<file path="src/rtl/loop_sequencer_if.sv">
// Handshake bundle between the control-loop glue and the sample-rate scheduler.
// master: drives run/period/adc_done/err_clr; slave (sequencer): drives pulses, status and flags.
interface loop_sequencer_if #(
   parameter int PERIOD_W = 16
);
   logic                run;
   logic [PERIOD_W-1:0] period;
   logic                adc_done;
   logic                err_clr;
   logic                adc_start;
   logic                pid_en;
   logic                pwm_load;
   logic                busy;
   logic                timeout_err;
   logic                overrun_err;
   logic [7:0]          sample_cnt;

   modport master (
      output run, period, adc_done, err_clr,
      input  adc_start, pid_en, pwm_load, busy,
      input  timeout_err, overrun_err, sample_cnt
   );

   modport slave (
      input  run, period, adc_done, err_clr,
      output adc_start, pid_en, pwm_load, busy,
      output timeout_err, overrun_err, sample_cnt
   );
endinterface

</file>
<file path="src/rtl/loop_sequencer.sv">
// Sample-rate scheduler: periodic tick -> ADC start -> PID step -> PWM load, with fault flags.
// Ports: clk, rst (async, active-low), bus (loop_sequencer_if.slave: run/period/adc_done/err_clr in; pulses/flags/count out).
module loop_sequencer #(
   parameter int PERIOD_W = 16,
   parameter int TIMEOUT  = 64,
   parameter int PID_LAT  = 3
) (
   input  logic           clk,
   input  logic           rst,
   loop_sequencer_if.slave bus
);
   localparam int TW = $clog2(TIMEOUT + 1);
   localparam int LW = $clog2(PID_LAT + 1);

   typedef enum logic [1:0] {
      IDLE,
      WAIT_ADC,
      PID_WAIT
   } state_t;

   state_t              state, state_n;
   logic [PERIOD_W-1:0] pcnt, reload;
   logic                tick;
   logic [TW-1:0]       tcnt, tcnt_n;
   logic [LW-1:0]       lcnt, lcnt_n;
   logic                start_q, start_n;
   logic                pid_q, pid_n;
   logic                pwm_q, pwm_n;
   logic                to_q, to_set;
   logic                ov_q, ov_set;
   logic                inc;
   logic [7:0]          scnt;

   // Periods below 2 would leave no room between ticks; clamp to 2.
   assign reload = (bus.period < PERIOD_W'(2)) ? PERIOD_W'(1)
                                               : bus.period - PERIOD_W'(1);
   assign tick   = bus.run && (pcnt == '0);
   assign ov_set = tick && (state != IDLE);

   always_ff @(posedge clk or negedge rst) begin
      if (!rst) begin
         pcnt <= '0;
      end else if (!bus.run) begin
         pcnt <= '0;
      end else if (tick) begin
         pcnt <= reload;
      end else begin
         pcnt <= pcnt - PERIOD_W'(1);
      end
   end

   always_comb begin
      state_n = state;
      tcnt_n  = tcnt;
      lcnt_n  = lcnt;
      start_n = 1'b0;
      pid_n   = 1'b0;
      pwm_n   = 1'b0;
      to_set  = 1'b0;
      inc     = 1'b0;
      unique case (state)
         IDLE: begin
            if (tick) begin
               state_n = WAIT_ADC;
               start_n = 1'b1;
               tcnt_n  = '0;
            end
         end
         WAIT_ADC: begin
            if (bus.adc_done) begin
               state_n = PID_WAIT;
               pid_n   = 1'b1;
               lcnt_n  = '0;
            end else if (tcnt == TW'(TIMEOUT - 1)) begin
               state_n = IDLE;
               to_set  = 1'b1;
            end else begin
               tcnt_n = tcnt + TW'(1);
            end
         end
         PID_WAIT: begin
            // lcnt is 0 in the pid_en cycle, so the load lands PID_LAT later.
            if (lcnt == LW'(PID_LAT - 1)) begin
               state_n = IDLE;
               pwm_n   = 1'b1;
               inc     = 1'b1;
            end else begin
               lcnt_n = lcnt + LW'(1);
            end
         end
         default: state_n = IDLE;
      endcase
   end

   always_ff @(posedge clk or negedge rst) begin
      if (!rst) begin
         state   <= IDLE;
         tcnt    <= '0;
         lcnt    <= '0;
         start_q <= 1'b0;
         pid_q   <= 1'b0;
         pwm_q   <= 1'b0;
         to_q    <= 1'b0;
         ov_q    <= 1'b0;
         scnt    <= '0;
      end else begin
         state   <= state_n;
         tcnt    <= tcnt_n;
         lcnt    <= lcnt_n;
         start_q <= start_n;
         pid_q   <= pid_n;
         pwm_q   <= pwm_n;
         // A set event in the clearing cycle keeps the flag.
         to_q    <= to_set | (to_q & ~bus.err_clr);
         ov_q    <= ov_set | (ov_q & ~bus.err_clr);
         if (inc) begin
            scnt <= scnt + 8'd1;
         end
      end
   end

   assign bus.adc_start   = start_q;
   assign bus.pid_en      = pid_q;
   assign bus.pwm_load    = pwm_q;
   assign bus.busy        = (state != IDLE);
   assign bus.timeout_err = to_q;
   assign bus.overrun_err = ov_q;
   assign bus.sample_cnt  = scnt;
endmodule
</file>
<file path="src/flat_wrapper.sv">
// flat-port wrapper written by rule: the top's interface ports become plain ports
module loop_sequencer_flat 
#(
   parameter int PERIOD_W = 16,
   parameter int TIMEOUT  = 64,
   parameter int PID_LAT  = 3
)
  (clk, rst, bus_run, bus_period, bus_adc_done, bus_err_clr, bus_adc_start, bus_pid_en, bus_pwm_load, bus_busy, bus_timeout_err, bus_overrun_err, bus_sample_cnt);
  loop_sequencer_if #(.PERIOD_W(PERIOD_W)) bus_i ();
  input  logic clk;
  input  logic rst;
  input wire logic [$bits(bus_i.run)-1:0] bus_run;
  input wire logic [$bits(bus_i.period)-1:0] bus_period;
  input wire logic [$bits(bus_i.adc_done)-1:0] bus_adc_done;
  input wire logic [$bits(bus_i.err_clr)-1:0] bus_err_clr;
  output wire logic [$bits(bus_i.adc_start)-1:0] bus_adc_start;
  output wire logic [$bits(bus_i.pid_en)-1:0] bus_pid_en;
  output wire logic [$bits(bus_i.pwm_load)-1:0] bus_pwm_load;
  output wire logic [$bits(bus_i.busy)-1:0] bus_busy;
  output wire logic [$bits(bus_i.timeout_err)-1:0] bus_timeout_err;
  output wire logic [$bits(bus_i.overrun_err)-1:0] bus_overrun_err;
  output wire logic [$bits(bus_i.sample_cnt)-1:0] bus_sample_cnt;
  assign bus_i.run = bus_run;
  assign bus_i.period = bus_period;
  assign bus_i.adc_done = bus_adc_done;
  assign bus_i.err_clr = bus_err_clr;
  assign bus_adc_start = bus_i.adc_start;
  assign bus_pid_en = bus_i.pid_en;
  assign bus_pwm_load = bus_i.pwm_load;
  assign bus_busy = bus_i.busy;
  assign bus_timeout_err = bus_i.timeout_err;
  assign bus_overrun_err = bus_i.overrun_err;
  assign bus_sample_cnt = bus_i.sample_cnt;
  loop_sequencer #(.PERIOD_W(PERIOD_W), .TIMEOUT(TIMEOUT), .PID_LAT(PID_LAT)) u_core (.clk(clk), .rst(rst), .bus(bus_i));
endmodule
</file>
<file path="config.mk">
export PLATFORM = sky130hd
export DESIGN_NAME = loop_sequencer_flat
export DESIGN_NICKNAME = d
export VERILOG_FILES = /design/src/rtl/loop_sequencer_if.sv /design/src/rtl/loop_sequencer.sv /design/src/flat_wrapper.sv
export SDC_FILE = /design/constraint.sdc
export NUM_CORES = 1
export LEC_CHECK = 0
export ABC_AREA = 0
export CAP_MARGIN = 40
export CORE_MARGIN = 3
export CORE_UTILIZATION = 46
export DETAILED_ROUTE_END_ITERATION = 6
export PLACE_DENSITY = 0.67
export SKIP_LAST_GASP = 1
export SYNTH_ARGS = -nofsm -noshare
export SYNTH_HDL_FRONTEND = slang
export SYNTH_SLANG_ARGS = --single-unit
</file>
<file path="constraint.sdc">
create_clock -name clk -period 2.3 [get_ports clk]
set_input_delay 0.345 -clock clk [delete_from_list [all_inputs] [get_ports clk]]
set_output_delay 0.345 -clock clk [all_outputs]
set_load 0.01 [all_outputs]
</file>
After elaboration in Yosys (flattened, before gate mapping)
Cells that the tools add are included.
- register bits after elaboration: 40
- latch bits: 0
- RAM bits: 0
- memory bits (read-only): 0
- bits of input ports: 21
- word-level logic and storage cells: 66
- memories kept: 0
- $add $sub $neg: 5
- multipliers: 0
- div/mod/pow operators: 0
- $lt $le $gt $ge: 1
- eq/ne operators: 11
- shifts and indexed selects: 0
- multiplexer cells: 24
- bitwise gates (word level): 5
- reduce and logical (&&, ||, !) cells: 10
- operators by type and width (kind ; count):
    $mux W16 ; 3
    $sub A16 B1 Y16 const B ; 2
    $mux W7 ; 3
    $logic_not A16 Y1 ; 1
    $lt A16 B2 Y1 const B ; 1
    $pmux W7 S2 ; 1
    $mux W2 ; 6
    $mux W1 ; 9
    $add A8 B1 Y8 const B ; 1
    $ne A2 B2 Y1 const B ; 4
    $add A7 B1 Y7 const B ; 1
    $eq A7 B6 Y1 const B ; 1
    $pmux W2 S3 ; 1
    $reduce_and A3 Y1 ; 2
    $reduce_bool A2 Y1 ; 3
    $eq A2 B2 Y1 const B ; 2
    $ne A2 B1 Y1 const B ; 2
    $pmux W2 S2 ; 1
    $reduce_and A4 Y1 ; 1
    $ne A3 B2 Y1 const B ; 1
    $add A2 B1 Y2 const B ; 1
    $and A1 B1 Y1 ; 2
    $eq A2 B1 Y1 const B ; 1
    $logic_and A1 B1 Y1 ; 2
    3 further kinds ; 4

Depth between registers and ports, before layout
- word-level depth: 5
- mapped depth: 8

Least setup slack after synthesis
No wires, ideal clock.
- path type: input to register
- start point: input bus_period[9]
- end point: register u_core.pcnt[13]
- setup time: 0.096 ns
- arrival: 2.270 ns
- required time: 2.204 ns
- setup slack: -0.066 ns
- cell stages on the path: 6
- path buffers: 1
- cells stage by stage: or4_1 > or4_1 > clkbuf_2 > or4b_1 > and3_1 > nor4_2
- cells in the longest elaborated chain, start to end: 4
- RTL lines (what ; RTL line ; text):
    from (decl) ; flat_wrapper.sv:13 ; input wire logic [$bits(bus_i.period)-1:0] bus_period;
    $sub A16 B1 Y16 or $lt A16 B2 Y1 (tied branches) ; loop_sequencer.sv:36, loop_sequencer.sv:35 ;
    $mux W16 * ; loop_sequencer.sv:35 ; assign reload = (bus.period < PERIOD_W'(2)) ? PERIOD_W'(1)
    $mux W16 * ; loop_sequencer.sv:45 ; end else if (tick) begin
    $mux W16 * ; loop_sequencer.sv:43 ; end else if (!bus.run) begin
    to (signal assigned) ; loop_sequencer.sv:46 ; pcnt <= reload;
    to (signal assigned) ; loop_sequencer.sv:48 ; pcnt <= pcnt - PERIOD_W'(1);
    to (decl) ; loop_sequencer.sv:22 ; logic [PERIOD_W-1:0] pcnt, reload;
Every way passes the cells marked *; elsewhere a longest branch is shown, timed or not.
A chain may end at the register's enable or synchronous reset.

Worst setup path after layout
- start point: input bus_period[6]
- end point: register u_core.pcnt[13]
The elaborated chain is that of the path after synthesis.

==> metrics.txt <==
outcome completed; number of vias in the routed layout 2149; number of flops mapped to enable cells by yosys 0; placed cell count 387; min setup slack post-route 95.6 ps; switching portion of total power 0.399; Std-Cell Rows 25; gp weighted congestion 0.904; final period demand of the worst path 2200 ps; unrepaired setup endpoints after global routing no; final setup violation count 0; cell area power density 1000 nW/µm²; total routing resource utilization after global routing 0.208; number of standard cells after synthesis 264; Netlist cell types 48; wire length of the first global-routing pass 10.1 mm; Cell Count, Final, Fillers Out 396; top achievable clock speed 0.454 GHz; CP endpoint kind flip-flop; clock latency on the worst-skew pair 290 ps; Mapped Area 2360 µm²; hold bufs inserted after CTS 0; total chip power 3160 µW; Worst Setup Slack post-DPL -462 ps; startpoint kind of the worst setup timing path input port; overall overflow remaining after global route 0; average footprint of a synthesized cell 8.95 µm²; arrival time reported for the critical path endpoint 2410 ps; Max clock buf depth 2; CTS clock-pin slew for the worst setup and hold paths 80 ps; TritonCTS clock tree done; antenna violations before repair 0; area added between synthesis and finish 33.3%; share of layout cells above drive strength 1 0.158; number of hold violations in the final report 0; highest ir drop seen on vdd 0.831 mV; max_cap viols 0; share of async-settable or async-resettable flops after synthesis 1.00; count of nets left with antenna violations after detail routing 0; Logic pwr share 0.464; final HPWL from detailed placement 4.50 mm; aggregate routed wire length 5.68 mm; net switching power figure 1260 µW; Core Area 4850 µm²; number of remaining DRC errors 0; Ports 35; drt via density 5.43; number of pins exceeding their max-slew limit in the final report 0; total clock buffers created by CTS 5; worst slew pin tran 529 ps; share of the synthesized area in the top cell type 0.424; leakage component of the power 0.00140 µW; Worst Path Required 2510 ps; Slew HR 0.645; Internal Pwr Total 1900 µW; diode insertion count for antenna repair 0; post-synth top area cell sky130_fd_sc_hd__dfrtp_1; post-synthesis sequential area ratio 0.424; number of nets in the layout 355; cells on worst reg2reg path 5; die width 77.7 µm; htree depth 2; Clock power frac 0.180; WL/cell 14.3 µm; area of the die 6030 µm²; Yosys warnings 0; class of the tightest hold or removal check input port to async pin; cell chosen for the clock root sky130_fd_sc_hd__clkbuf_8; initial drt markers 113; number of buffer cells added on primary ports 34; critical path class input port to flip-flop; pin count of the biggest net entering global routing 22; number of storage elements in the synthesis netlist 40; Critical Path Fanout Max 2; top flip-flop cell by instance count after synthesis sky130_fd_sc_hd__dfrtp_1; portion of the clock cycle consumed by the worst path in the final layout 0.958; skew final 6.60 ps; TritonRoute pass-1 iters 4; synthesized net count 291; dominant cells by area after synthesis sky130_fd_sc_hd__dfrtp_1, sky130_fd_sc_hd__xnor2_1, sky130_fd_sc_hd__nor2_1; clock sinks 40; number of global-route vias before repair 2076; portion of total power attributed to sequential cells 0.356; initial cell density of the core 0.487; die outline height 77.7 µm
-- logic make-up (layout without fill, tap and decap cells) --
| family | count (synthesis) | in the layout | synth area share |
|---|---|---|---|
| mux | 6 | 6 | 0.0265 |
| flops | 40 | 40 | 0.424 |
| compound gates | 52 | 52 | 0.153 |
| buf+inv | 18 | 83 | 0.0291 |
| fa+ha+maj | 6 | 6 | 0.0318 |
| simple gates | 120 | 120 | 0.255 |
| xor+xnor | 22 | 22 | 0.0816 |
-- Yosys cell counts (all sizes together), types with 4 or more instances --
library cell  number
a21oi             12
inv               10
clkbuf             7
xnor2             14
ha                 6
a31oi              4
nor3              14
mux2i              4
nand3             12
nor2              31
o21ai              7
nand2             27
dfrtp             40
and3               5
or3                4
xor2               8
nor4               8
a22o               6
-- cell usage in the layout (no fill, tap or decap), types with 3 or more instances in the layout --
cell / Yosys / layout
sky130_fd_sc_hd__xor2_1: 8 / 8
sky130_fd_sc_hd__dfrtp_1: 40 / 40
sky130_fd_sc_hd__o211a_1: 3 / 3
sky130_fd_sc_hd__ha_1: 6 / 6
sky130_fd_sc_hd__dlygate4sd2_1: 0 / 3
sky130_fd_sc_hd__nor2_1: 31 / 31
sky130_fd_sc_hd__buf_4: 0 / 29
sky130_fd_sc_hd__nor3_1: 14 / 13
sky130_fd_sc_hd__a21oi_1: 12 / 12
sky130_fd_sc_hd__and3_1: 5 / 4
sky130_fd_sc_hd__or3_1: 3 / 3
sky130_fd_sc_hd__o21ai_0: 7 / 7
sky130_fd_sc_hd__a31oi_1: 4 / 4
sky130_fd_sc_hd__o211ai_1: 3 / 3
sky130_fd_sc_hd__nand3_1: 12 / 12
sky130_fd_sc_hd__clkdlybuf4s50_1: 0 / 29
sky130_fd_sc_hd__nand3b_1: 3 / 3
sky130_fd_sc_hd__nand4_1: 3 / 3
sky130_fd_sc_hd__clkbuf_8: 0 / 5
sky130_fd_sc_hd__xnor2_1: 14 / 14
sky130_fd_sc_hd__mux2i_1: 4 / 4
sky130_fd_sc_hd__nand2_1: 27 / 27
sky130_fd_sc_hd__inv_1: 10 / 10
sky130_fd_sc_hd__a22o_1: 6 / 6
sky130_fd_sc_hd__nor4_1: 7 / 6
-- power groups by stage --
stage	Clock, µW	Combinational [µW]	Sequential, µW
after floorplan	0	953	1080
after global placement	0	1410	1130
after detailed placement	0	1430	1140
after CTS	586	1440	1120
after global routing	618	1640	1170
final	568	1460	1120
-- sequential cells by signal (all words and copies together) (netlist names) --
name,count
u_core.state,2
u_core.bus.timeout_err,1
u_core.tcnt,7
u_core.bus.adc_start,1
u_core.bus.sample_cnt,8
u_core.lcnt,2
u_core.bus.pwm_load,1
u_core.bus.overrun_err,1
u_core.bus.pid_en,1
u_core.pcnt,16
-- path summary, 6_finish.rpt --
path	slack (ps)	start	endpoint
setup / recovery	100	bus_period[6]	u_core.pcnt[13]
hold reg to reg	490	u_core.tcnt[6]	u_core.tcnt[6]
min in group clk	490	u_core.tcnt[6]	u_core.tcnt[6]
hold / removal	10	rst	u_core.pcnt[9]
setup reg to reg	330	u_core.pcnt[6]	u_core.tcnt[2]
max in group asynchronous	1810	rst	u_core.tcnt[1]
-- stage by stage --
stage / hold WS [ps] / TNS (ps) / util / instance area (µm²)
final: 13.8 / 0 / 0.650 / 3150
after global routing: 33.0 / 0 / 0.650 / 3150
after CTS: 28.0 / -27.1 / 0.643 / 3120
after detailed placement: 350 / -4610 / 0.617 / 2990
after global placement: 465 / -4470 / 0.611 / 2960
after floorplan: 49.4 / -65.8 / - / 2360
-- routing by layer --
layer / track usage / up-vias / part of all wire / routed length (µm)
li1: - / 1085 / - / -
met3: 0.0510 / 2 / 0.060 / 341
met5: 0 / - / 0 / 0
met1: 0.311 / 1006 / 0.50 / 2830
met2: 0.302 / 56 / 0.44 / 2480
met4: 0.0480 / 0 / 0.0039 / 22
-- what timing repair did --
item,4_1_cts,5_1_grt
buffers inserted,0,1
pin swaps,5,4
endpoints found under the setup margin,4,9
gates resized for setup,7,5
-- worst max-delay path, cell delays in order --
cell and delay [ps]:
sky130_fd_sc_hd__dlygate4sd2_1 240, sky130_fd_sc_hd__or4_4 530, sky130_fd_sc_hd__or4_4 430, sky130_fd_sc_hd__or4b_1 470
sky130_fd_sc_hd__and3_4 170, sky130_fd_sc_hd__nor4_4 220
-- final cells by class --
type | instances | area, µm²
inverters | 11 | 41.3
repair buffers | 64 | 579
fillers | 421 | 1700
multi-input cells | 206 | 1330
well taps | 67 | 83.8
clock buffers | 5 | 68.8
clock inverters | 3 | 42.5
flip-flops and latches | 40 | 1000
(Power assumes the default switching activity.)
